**config.mk**
```make
export PLATFORM = sky130hd
export DESIGN_NAME = mul_div_unit
export DESIGN_NICKNAME = d
export VERILOG_FILES = /design/src/rtl/mul_div_unit.sv
export SDC_FILE = /design/constraint.sdc
export NUM_CORES = 1
export LEC_CHECK = 0
export ABC_AREA = 1
export BUFFER_PORTS_ARGS = -buffer_cell sky130_fd_sc_hd__buf_2
export CAP_MARGIN = 20
export CORE_MARGIN = 1.5
export CORE_UTILIZATION = 27
export DETAILED_ROUTE_END_ITERATION = 6
export GPL_TIMING_DRIVEN = 0
export PLACE_DENSITY = 0.46
export REMOVE_ABC_BUFFERS = 1
export SLEW_MARGIN = 25
export SYNTH_ARGS = -nofsm -noshare
export SYNTH_HDL_FRONTEND = slang
export SYNTH_SLANG_ARGS = --single-unit
```
**constraint.sdc**
```tcl
create_clock -name CLK -period 14.2 [get_ports CLK]
set_input_delay 0.71 -clock CLK [delete_from_list [all_inputs] [get_ports CLK]]
set_output_delay 0.71 -clock CLK [all_outputs]
set_load 0.01 [all_outputs]
```
**src/rtl/mul_div_unit.sv**
```systemverilog
// Iterative radix-2 multiply/divide unit for the RV32M extension.
// Ports: CLK, RESET (sync, active-high), START, FLUSH, SELECT (funct3),
//   DATA1 (rs1), DATA2 (rs2) in; BUSY, DONE (1-cycle pulse), RESULT out.
module mul_div_unit #(
  parameter int WIDTH = 32
) (
  input  logic             CLK,
  input  logic             RESET,
  input  logic             START,
  input  logic             FLUSH,
  input  logic [2:0]       SELECT,
  input  logic [WIDTH-1:0] DATA1,
  input  logic [WIDTH-1:0] DATA2,
  output logic             BUSY,
  output logic             DONE,
  output logic [WIDTH-1:0] RESULT
);

  localparam int CW = $clog2(WIDTH + 1);

  typedef enum logic [1:0] {
    S_IDLE,
    S_CALC,
    S_FIX,
    S_DONE
  } state_t;

  state_t           state;
  logic [CW-1:0]    cnt;
  logic [2:0]       op;
  logic [WIDTH-1:0] hi;
  logic [WIDTH-1:0] lo;
  logic [WIDTH-1:0] mcand;
  logic [WIDTH-1:0] a_orig;
  logic             neg_x;
  logic             neg_a;
  logic             b_zero;

  // Operand preparation: signedness per opcode, then magnitudes.
  logic             a_sgn;
  logic             b_sgn;
  logic             a_neg;
  logic             b_neg;
  logic [WIDTH-1:0] a_mag;
  logic [WIDTH-1:0] b_mag;

  always_comb begin
    a_sgn = SELECT[2] ? ~SELECT[0] : (SELECT[1:0] != 2'b11);
    b_sgn = SELECT[2] ? ~SELECT[0] : ~SELECT[1];
    a_neg = a_sgn & DATA1[WIDTH-1];
    b_neg = b_sgn & DATA2[WIDTH-1];
    a_mag = a_neg ? -DATA1 : DATA1;
    b_mag = b_neg ? -DATA2 : DATA2;
  end

  // One iteration step.
  // Multiply: {hi,lo} holds partial product with multiplier in lo.
  // Divide: hi is the partial remainder, lo shifts dividend out and
  // quotient bits in.
  logic [WIDTH:0]   mul_sum;
  logic [WIDTH:0]   div_sh;
  logic [WIDTH+1:0] div_diff;
  logic             div_ok;
  logic             unused_diff;

  always_comb begin
    mul_sum     = {1'b0, hi} + (lo[0] ? {1'b0, mcand} : '0);
    div_sh      = {hi, lo[WIDTH-1]};
    div_diff    = {1'b0, div_sh} - {2'b00, mcand};
    div_ok      = ~div_diff[WIDTH+1];
    unused_diff = div_diff[WIDTH];
  end

  // Sign correction and result selection.
  logic [2*WIDTH-1:0] prod_s;
  logic [WIDTH-1:0]   q_s;
  logic [WIDTH-1:0]   r_s;
  logic [WIDTH-1:0]   fix_res;

  always_comb begin
    prod_s = neg_x ? -{hi, lo} : {hi, lo};
    q_s    = neg_x ? -lo : lo;
    r_s    = neg_a ? -hi : hi;
    if (!op[2]) begin
      fix_res = (op[1:0] == 2'b00) ? prod_s[WIDTH-1:0]
                                   : prod_s[2*WIDTH-1:WIDTH];
    end else if (b_zero) begin
      fix_res = op[1] ? a_orig : '1;
    end else begin
      fix_res = op[1] ? r_s : q_s;
    end
  end

  always_ff @(posedge CLK) begin
    if (RESET) begin
      state  <= S_IDLE;
      cnt    <= '0;
      BUSY   <= 1'b0;
      DONE   <= 1'b0;
      RESULT <= '0;
    end else begin
      unique case (state)
        S_IDLE: begin
          DONE <= 1'b0;
          if (START && !FLUSH) begin
            state  <= S_CALC;
            cnt    <= CW'(WIDTH);
            BUSY   <= 1'b1;
            op     <= SELECT;
            hi     <= '0;
            a_orig <= DATA1;
            neg_x  <= a_neg ^ b_neg;
            neg_a  <= a_neg;
            b_zero <= (DATA2 == '0);
            if (SELECT[2]) begin
              lo    <= a_mag;
              mcand <= b_mag;
            end else begin
              lo    <= b_mag;
              mcand <= a_mag;
            end
          end
        end
        S_CALC: begin
          if (FLUSH) begin
            state <= S_IDLE;
            cnt   <= '0;
            BUSY  <= 1'b0;
          end else begin
            cnt <= cnt - CW'(1);
            if (cnt == CW'(1)) state <= S_FIX;
            if (op[2]) begin
              hi <= div_ok ? div_diff[WIDTH-1:0] : div_sh[WIDTH-1:0];
              lo <= {lo[WIDTH-2:0], div_ok};
            end else begin
              hi <= mul_sum[WIDTH:1];
              lo <= {mul_sum[0], lo[WIDTH-1:1]};
            end
          end
        end
        S_FIX: begin
          if (FLUSH) begin
            state <= S_IDLE;
            BUSY  <= 1'b0;
          end else begin
            state  <= S_DONE;
            RESULT <= fix_res;
            DONE   <= 1'b1;
          end
        end
        S_DONE: begin
          state <= S_IDLE;
          BUSY  <= 1'b0;
          DONE  <= 1'b0;
        end
      endcase
    end
  end

endmodule
```
==> results of run 1 <==
## final timing paths
check                   from          to  cells after the start
setup reg to reg       lo[0]      hi[31]                     17
hold reg to reg   RESULT[30]  RESULT[30]                      2
setup / recovery       lo[0]      hi[31]                     17
hold / removal     DATA1[31]  a_orig[31]                      1
## cell usage in the layout, fill, tap and decap left out, types with 4 or more instances in the layout
cell	instances
o21ai_0	177
buf_6	6
ha_1	72
buf_4	8
dfxtp_1	42
nand3b_1	8
nor2_1	400
edfxtp_1	134
inv_1	360
clkbuf_16	17
and2_1	4
inv_8	4
o22ai_1	6
a21oi_1	186
buf_2	103
xor2_1	74
inv_2	10
o211ai_1	21
a21o_1	6
nand2_1	973
nor3_1	16
nor2_4	6
nand2_2	6
nor4_1	7
o21bai_1	10
nand4_1	40
o21a_1	5
nor2_2	5
inv_6	5
xnor2_1	14
o21ai_1	15
buf_8	14
buf_16	7
nand3_1	349
a31oi_1	16
or2_2	6
## power groups by stage
stage / sequential (mW) / combinational [mW] / clock [mW]
after floorplan: 0.674 / 0.493 / 0
after global placement: 0.732 / 0.735 / 0
after detailed placement: 0.709 / 0.758 / 0
after CTS: 0.698 / 0.762 / 0.529
after global routing: 0.703 / 0.856 / 0.542
final: 0.700 / 0.769 / 0.515
## layer usage
layer | part of all wire [%] | up-vias
met5 | 0 | -
met4 | 2.9 | 0
met3 | 5.6 | 98
met2 | 46 | 677
met1 | 46 | 9561
li1 | - | 10200
## registers in the layout (all words and copies together), names as in the netlist
register  cells
neg_a         1
b_zero        1
mcand        32
lo           32
neg_x         1
state         2
cnt           6
BUSY          1
a_orig       32
hi           32
DONE          1
RESULT       32
op            3
## stage by stage
stage | hold WS (ns) | worst slack [ns] | area (um2)
CTS | 0.378 | 10.47 | 20900
floorplan | 0.460 | 7.43 | 18000
global placement | 0.452 | 2.35 | 19700
global route | 0.394 | 10.44 | 20900
finish | 0.415 | 10.77 | 20900
detailed placement | 0.452 | 9.91 | 20300
## logic make-up (layout without fill, tap and decap cells)
family,count (synthesis),count (layout)
fa+ha+maj,75,75
compound gates,450,450
flops,176,176
mux,1,1
xor+xnor,88,88
simple gates,1831,1831
buf+inv,476,547
## worst reg2reg max path, cell delays in order, from the launching register on
cell	delay [ns]
edfxtp_1	0.66
nand2_1	0.14
inv_1	0.05
ha_1	0.26
fa_1	0.52
nand2_1	0.11
nand3_1	0.08
and2_1	0.20
a21oi_1	0.30
inv_1	0.18
nand2_1	0.12
nand3_1	0.15
nand2_1	0.10
nand2_1	0.07
nand2_1	0.08
nand3_1	0.08
nand2_1	0.06
inv_1	0.04
## final cells by class
type	count	area, um2
Clock buffer	18	439
Clock inverter	14	166
Fill cell	7778	46600
Inverter	375	1420
Multi-Input combinational cell	2445	11800
Sequential cell	176	4860
Tap cell	873	1090
Timing Repair Buffer	140	1090
==> results.md, run 1 <==
* RSZ-0062 raised after global routing: false
* Worst Hold Class: in2reg
* CP max FO at 14
* CTS Root Cell: clkbuf_16
* Post-synthesis mux area share at less than 1%
* Post-CTS Repair Setup Buffers at 0
* Ant diodes at 0
* Total GRT Usage at 23.8%
* I/O Pins at 105
* CTS Sinks at roughly 180
* Die Span X at 265 um
* Synth Instances at around 3100
* Via count at between 20000 and 25000
* Initial Util at 27.4%
* Measured slew at the worst slew-check pin at 0.958 ns
* # DRC at 0
* Max-cap violations at 0
* Share of the synthesized area in the top cell type at 21.8%
* DR pass1 iterations at 5
* Met3 usage at 3.07%
* Worst slew margin at around 36%
* Largest family of logic cells by synthesized area: simple AND/OR/NAND/NOR gates
* Row cnt at between 90 and 100
* P per Cell Area at approximately 95 nW/um2
* Crit. End Element: flip-flop
* DRT iter0 DRCs at about 1800
* Placed insts at between 4000 and 5000
* Synth Area per Inst at 5.97 um2
* Post-CTS sizing at 0
* Synthesized-area fraction occupied by adder cells at between 5 and 6%
* Netlist cell types at 46
* Routed Wire Length at 83.5 mm
* Post-Synth XOR/XNOR Area at 4.17%
* Vias per std cell at roughly 5
* H-tree lvl count at 4
* Die footprint at approximately 70000 um2
* Int Power at roughly 1.1 mW
* GRT overflow at 0
* Fmax at around 290 MHz
* Final period utilization at between 20% and 30%
* Most common cell in the netlist: nand2_1
* Max-slew violations at 0
* Crit path arrival time at around 3.7 ns
* Post-Syn Area at approximately 18000 um2
* Req. time, crit path at between 10 and 15 ns
* Synth Area in Compound Gates at 13.1%
* Post-Synth Simple-Gate Area at between 40% and 50%
* Largest net degree at the start of global routing at 65
* Cell taking the most area after synthesis: edfxtp_1
* Critical Path Source Type: flip-flop
* Post-synth top cells: 974 x nand2_1, 401 x nor2_1, 364 x inv_1
* GR Layer Usage met2 at 38.4%
* P_leak at roughly 10 nW
* Core area at slightly below 70000 um2
* Comb power frac at between 30% and 40%
* CTS tree: done
* Reg clk slew, reported paths at 0.08 ns
* Final core utilization at 30.9%
* Vert. Die Dim at 265 um
* Status: complete, no violations
* Post-synth EDFFs at between 100 and 150
* Area Growth Syn to Fin at 13.0%
* Clock latency on the worst-skew pair at between 0.5 and 0.6 ns
* Final TNS setup at 0 ns
* Final setup viols at 0
* Fin cells at between 4000 and 5000
* Commonest register cell after synthesis: edfxtp_1
* Most frequent CP cell: nand2_1
* Net switching power at around 0.87 mW
* Final Hold Fails at 0
* Share of cells above drive strength 1 at 7.04%
* Net count, final at ~3300
* Power share of the clock group at a little over a quarter
* Register share of total power at roughly a third
* Initial antenna violation count at 0
* PortBufs at roughly 100
* Crit path cell chain: nand2_1 > inv_1 > ha_1 > fa_1 > nand2_1 > nand3_1 > and2_1 > a21oi_1 > inv_1 > nand2_1 > nand3_1 > nand2_1 > nand2_1 > nand2_1 > nand3_1 > nand2_1 > inv_1
* Worst Skew at 0.0181 ns
* Flop2flop setup slack at between 10 and 15 ns
* Final Wtd Congestion at between 0.9 and 1
* First-pass GRT wire length at between 100 and 150 mm
* Setup CP Type: reg2reg
* Busiest layer in global routing: met2
* Min cycle time layout at approximately 3.4 ns
* Worst ir drop on vdd at 0.0837 mV
* Sequential-to-total area share from yosys stat at 26.3%
* CTS buffer count at 17
* Drt wl/cell at approximately 21 um
* DRT antenna net count at 0
* Total power at ~2 mW
* Post-synth ARST share at 0%
* Largest cells by area after synthesis: edfxtp_1 22%, nand2_1 20%, nand3_1 9.5%
* Top delay family on crit path: simple AND/OR/NAND/NOR gates
* Worst path buffer plus inverter count at 3
* Switch share at a little over two fifths
* Met1 Use GR at 32.5%
* CTS max path bufs at 2
* Vias in the first global route at a little under 20000
* Post-DP HPWL at ~68 mm
* # hold bufs at CTS at 0
* Slowest-stage cell, CP: edfxtp_1
* Yosys warns at 0
* Flops & latches, synth at roughly 180
* Slowest cell delay on critical path at 0.66 ns
Note: power is estimated with default switching activity, not from simulation.
==> inputs of run 2 (changes only) <==
Settings changed: ABC_AREA 1 to 0, PLACE_DENSITY 0.46 to 0.47.
Clock period 14.2 ns to 2.95 ns, I/O delays scaled along.
==> run 2 against run 1 <==
The run now ends with setup timing left. Combinational power rose to 3.5 times the previous value. Synthesized cell count fell by 39%. Worst hold slack got worse by 0.38 ns. Cell count is 29% lower. Largest cell class unchanged.
==> results.md, run 2 <==
* Core area at about 57000 um2
* Synthesized-area fraction occupied by adder cells at 6.13%
* Setup CP Type: reg2reg
* Routed Wire Length at approximately 64 mm
* I/O Pins at 105
* Vert. Die Dim at between 200 and 250 um
* CTS Root Cell: clkbuf_16
* Most frequent CP cell: buf_8
* Final WS setup at -0.538 ns
* Post-synth top cells: 213 x nand2_1, 188 x nor2_1, 158 x a21oi_1
* Post-synth EDFFs at between 100 and 150
* Vias in the first global route at approximately 15000
* Placed insts at approximately 2700
* Post-synth ARST share at 0%
* Worst Skew at about 0.013 ns
* Violated checks: setup timing
* Req. time, crit path at ~3.1 ns
* Clock latency on the worst-skew pair at about 0.46 ns
* Max-slew violations at 0
* Die footprint at 59000 um2
* # DRC at 0
* Area Growth Syn to Fin at 34.3%
* Net count, final at ~2200
* Fin cells at ~2900
* Netlist cell types at 76
* Post-Syn Area at 15500 um2
* Final Wtd Congestion at ~0.89
* CTS max path bufs at 2
* Crit. End Element: flip-flop
* Largest family of logic cells by synthesized area: compound AO/OA/AOI/OAI gates
* Share of the synthesized area in the top cell type at between 20% and 30%
* P per Cell Area at 380 nW/um2
* Initial antenna violation count at 0
* Fmax at ~290 MHz
* Commonest cells after routing, fill and taps aside: 191 x nand2_1, 165 x nor2_1, 141 x a21oi_1
* Min cycle time layout at roughly 3.5 ns
* CTS buffer count at 17
* GRT overflow at 0
* DP Area at ~17000 um2
* CP max FO at 5
* Flops & latches, synth at around 180
* Largest net degree at the start of global routing at 55
* Final Hold Fails at 0
* Share of cells above drive strength 1 at between 20% and 30%
* Reg clk slew, reported paths at around 0.07 ns
* Crit path arrival time at 3.67 ns
* Final setup viols at 64
* Yosys warns at 0
* Final core utilization at between 30% and 40%
* DRT antenna net count at 0
* Worst slew margin at around a third
* Sequential-to-total area share from yosys stat at roughly 31%
* P_leak at a little over 8 nW
* Status: finished, violations left
* Most common cell in the netlist: nand2_1
* Final period utilization at 118%
* Via count at 15700
* Synth Area in Compound Gates at a little under a quarter
* Drt wl/cell at 22.1 um
* Largest cells by area after synthesis: edfxtp_1 26%, ha_1 5.9%, mux2i_1 5.7%
* Total GRT Usage at between 20% and 30%
* Slowest-stage cell, CP: edfxtp_1
* CTS Sinks at 176
* Post-synthesis mux area share at 5.80%
* Final hold slack at between 0.03 and 0.04 ns
* Commonest register cell after synthesis: edfxtp_1
* Measured slew at the worst slew-check pin at around 1.0 ns
* Post-DP HPWL at roughly 45 mm
* Slowest cell delay on critical path at ~0.46 ns
* Die Span X at approximately 240 um
* Cell taking the most area after synthesis: edfxtp_1
* Synth Instances at 1882
* Initial Util at between 20% and 30%
* RSZ-0062 raised after global routing: true
* CTS tree: done
* Critical Path Source Type: flip-flop
* Synth Area per Inst at 8.26 um2
* DR pass1 iterations at 6
* Crit path cell chain: bufinv_16 > buf_8 > buf_8 > nor2_4 > ha_4 > a21oi_2 > nand2_1 > a221o_1 > a22oi_2 > nand4b_1 > a31o_4 > a311oi_4 > xor2_1 > a221oi_2
* Post-Synth Simple-Gate Area at ~18%
* First-pass GRT wire length at between 90 and 100 mm
* Most common cell after layout, fill and taps aside: nand2_1
* Post-Synth XOR/XNOR Area at 11.3%
* Final Cell Area at ~21000 um2
* Max-cap violations at 0
* Vias per std cell at approximately 5.5
* PortBufs at 104
* Total power at between 7 and 8 mW
* DRT iter0 DRCs at 1189
* Row cnt at between 80 and 90
* Worst Hold Class: in2reg
* H-tree lvl count at 4
* Worst ir drop on vdd at between 0.4 and 0.5 mV
==> run 2: final timing paths <==
| kind | from | endpoint | slack (ns) | cells past startpoint |
|---|---|---|---|---|
| worst max-delay path | lo[0] | hi[30] | -0.54 | 14 |
| worst min-delay path | DATA1[9] | a_orig[9] | 0.03 | 1 |
| worst max register to register | lo[0] | hi[30] | -0.54 | 14 |
| worst min register to register | RESULT[10] | RESULT[10] | 0.46 | 1 |
==> run 2: kinds of logic (layout without fill, tap and decap cells) <==
kind of cell             count (synthesis)  count (layout)
AND/OR/NAND/NOR                        599             601
XOR/XNOR                               200             200
adder cells (fa/ha/maj)                 75              75
multiplexers                            90              90
AO/OA/AOI/OAI                          566             566
flip-flops                             176             176
other                                    0               1
buffers and inverters                  176             407
==> run 2: worst max-delay path, delay by kind of cell (launching register included) <==
family | cells | cell delay [ns]
compound gates | 6 | 1.48
flops | 1 | 0.46
buf+inv | 3 | 0.44
simple gates | 3 | 0.32
fa+ha+maj | 1 | 0.26
xor+xnor | 1 | 0.24
==> run 2: timing repair <==
action,CTS,global route
hold endpoints to repair,32,0
hold buffers,32,0
endpoints found under the setup margin,88,77
pin swaps,109,72
gates resized for setup,237,129
setup buffers,99,39
gates cloned,6,2
==> run 2: cell type report <==
type | instances | area, um2
fill | 5793 | 35700
multi-input combinational | 1532 | 11600
sequential | 176 | 4860
timing repair buffer | 301 | 2580
tap | 756 | 946
clock buffer | 22 | 465
inverter | 70 | 302
clock inverter | 10 | 80.1
timing repair inverter | 4 | 38.8
antenna | 1 | 2.50
==> run 2: per-layer routing <==
layer  share of wire [%]  up-vias  GRT usage [%]
met1                  44     7708           27.3
met3                 4.3      125           1.89
met5                   0        -              0
met2                  48      529           35.3
met4                 4.0        0           7.69
li1                    -     7352              -
==> run 2: power breakdown <==
group | internal, mW | leakage (nW) | total (mW) | switching [mW]
logic | 1.14 | 6.22 | 2.72 | 1.58
clock network | 1.14 | 0.256 | 2.23 | 1.09
registers | 2.85 | 1.57 | 3.00 | 0.146
total | 5.12 | 8.05 | 7.94 | 2.82
==> run 2: per-stage QoR <==
step | setup slack [ns] | setup TNS (ns)
2_1_floorplan | -4.13 | -410.55
3_3_place_gp | -8.99 | -1112.82
3_5_place_dp | -1.83 | -98.65
4_1_cts | -0.572 | -17.01
5_1_grt | -0.630 | -22.98
6_report | -0.538 | -16.67
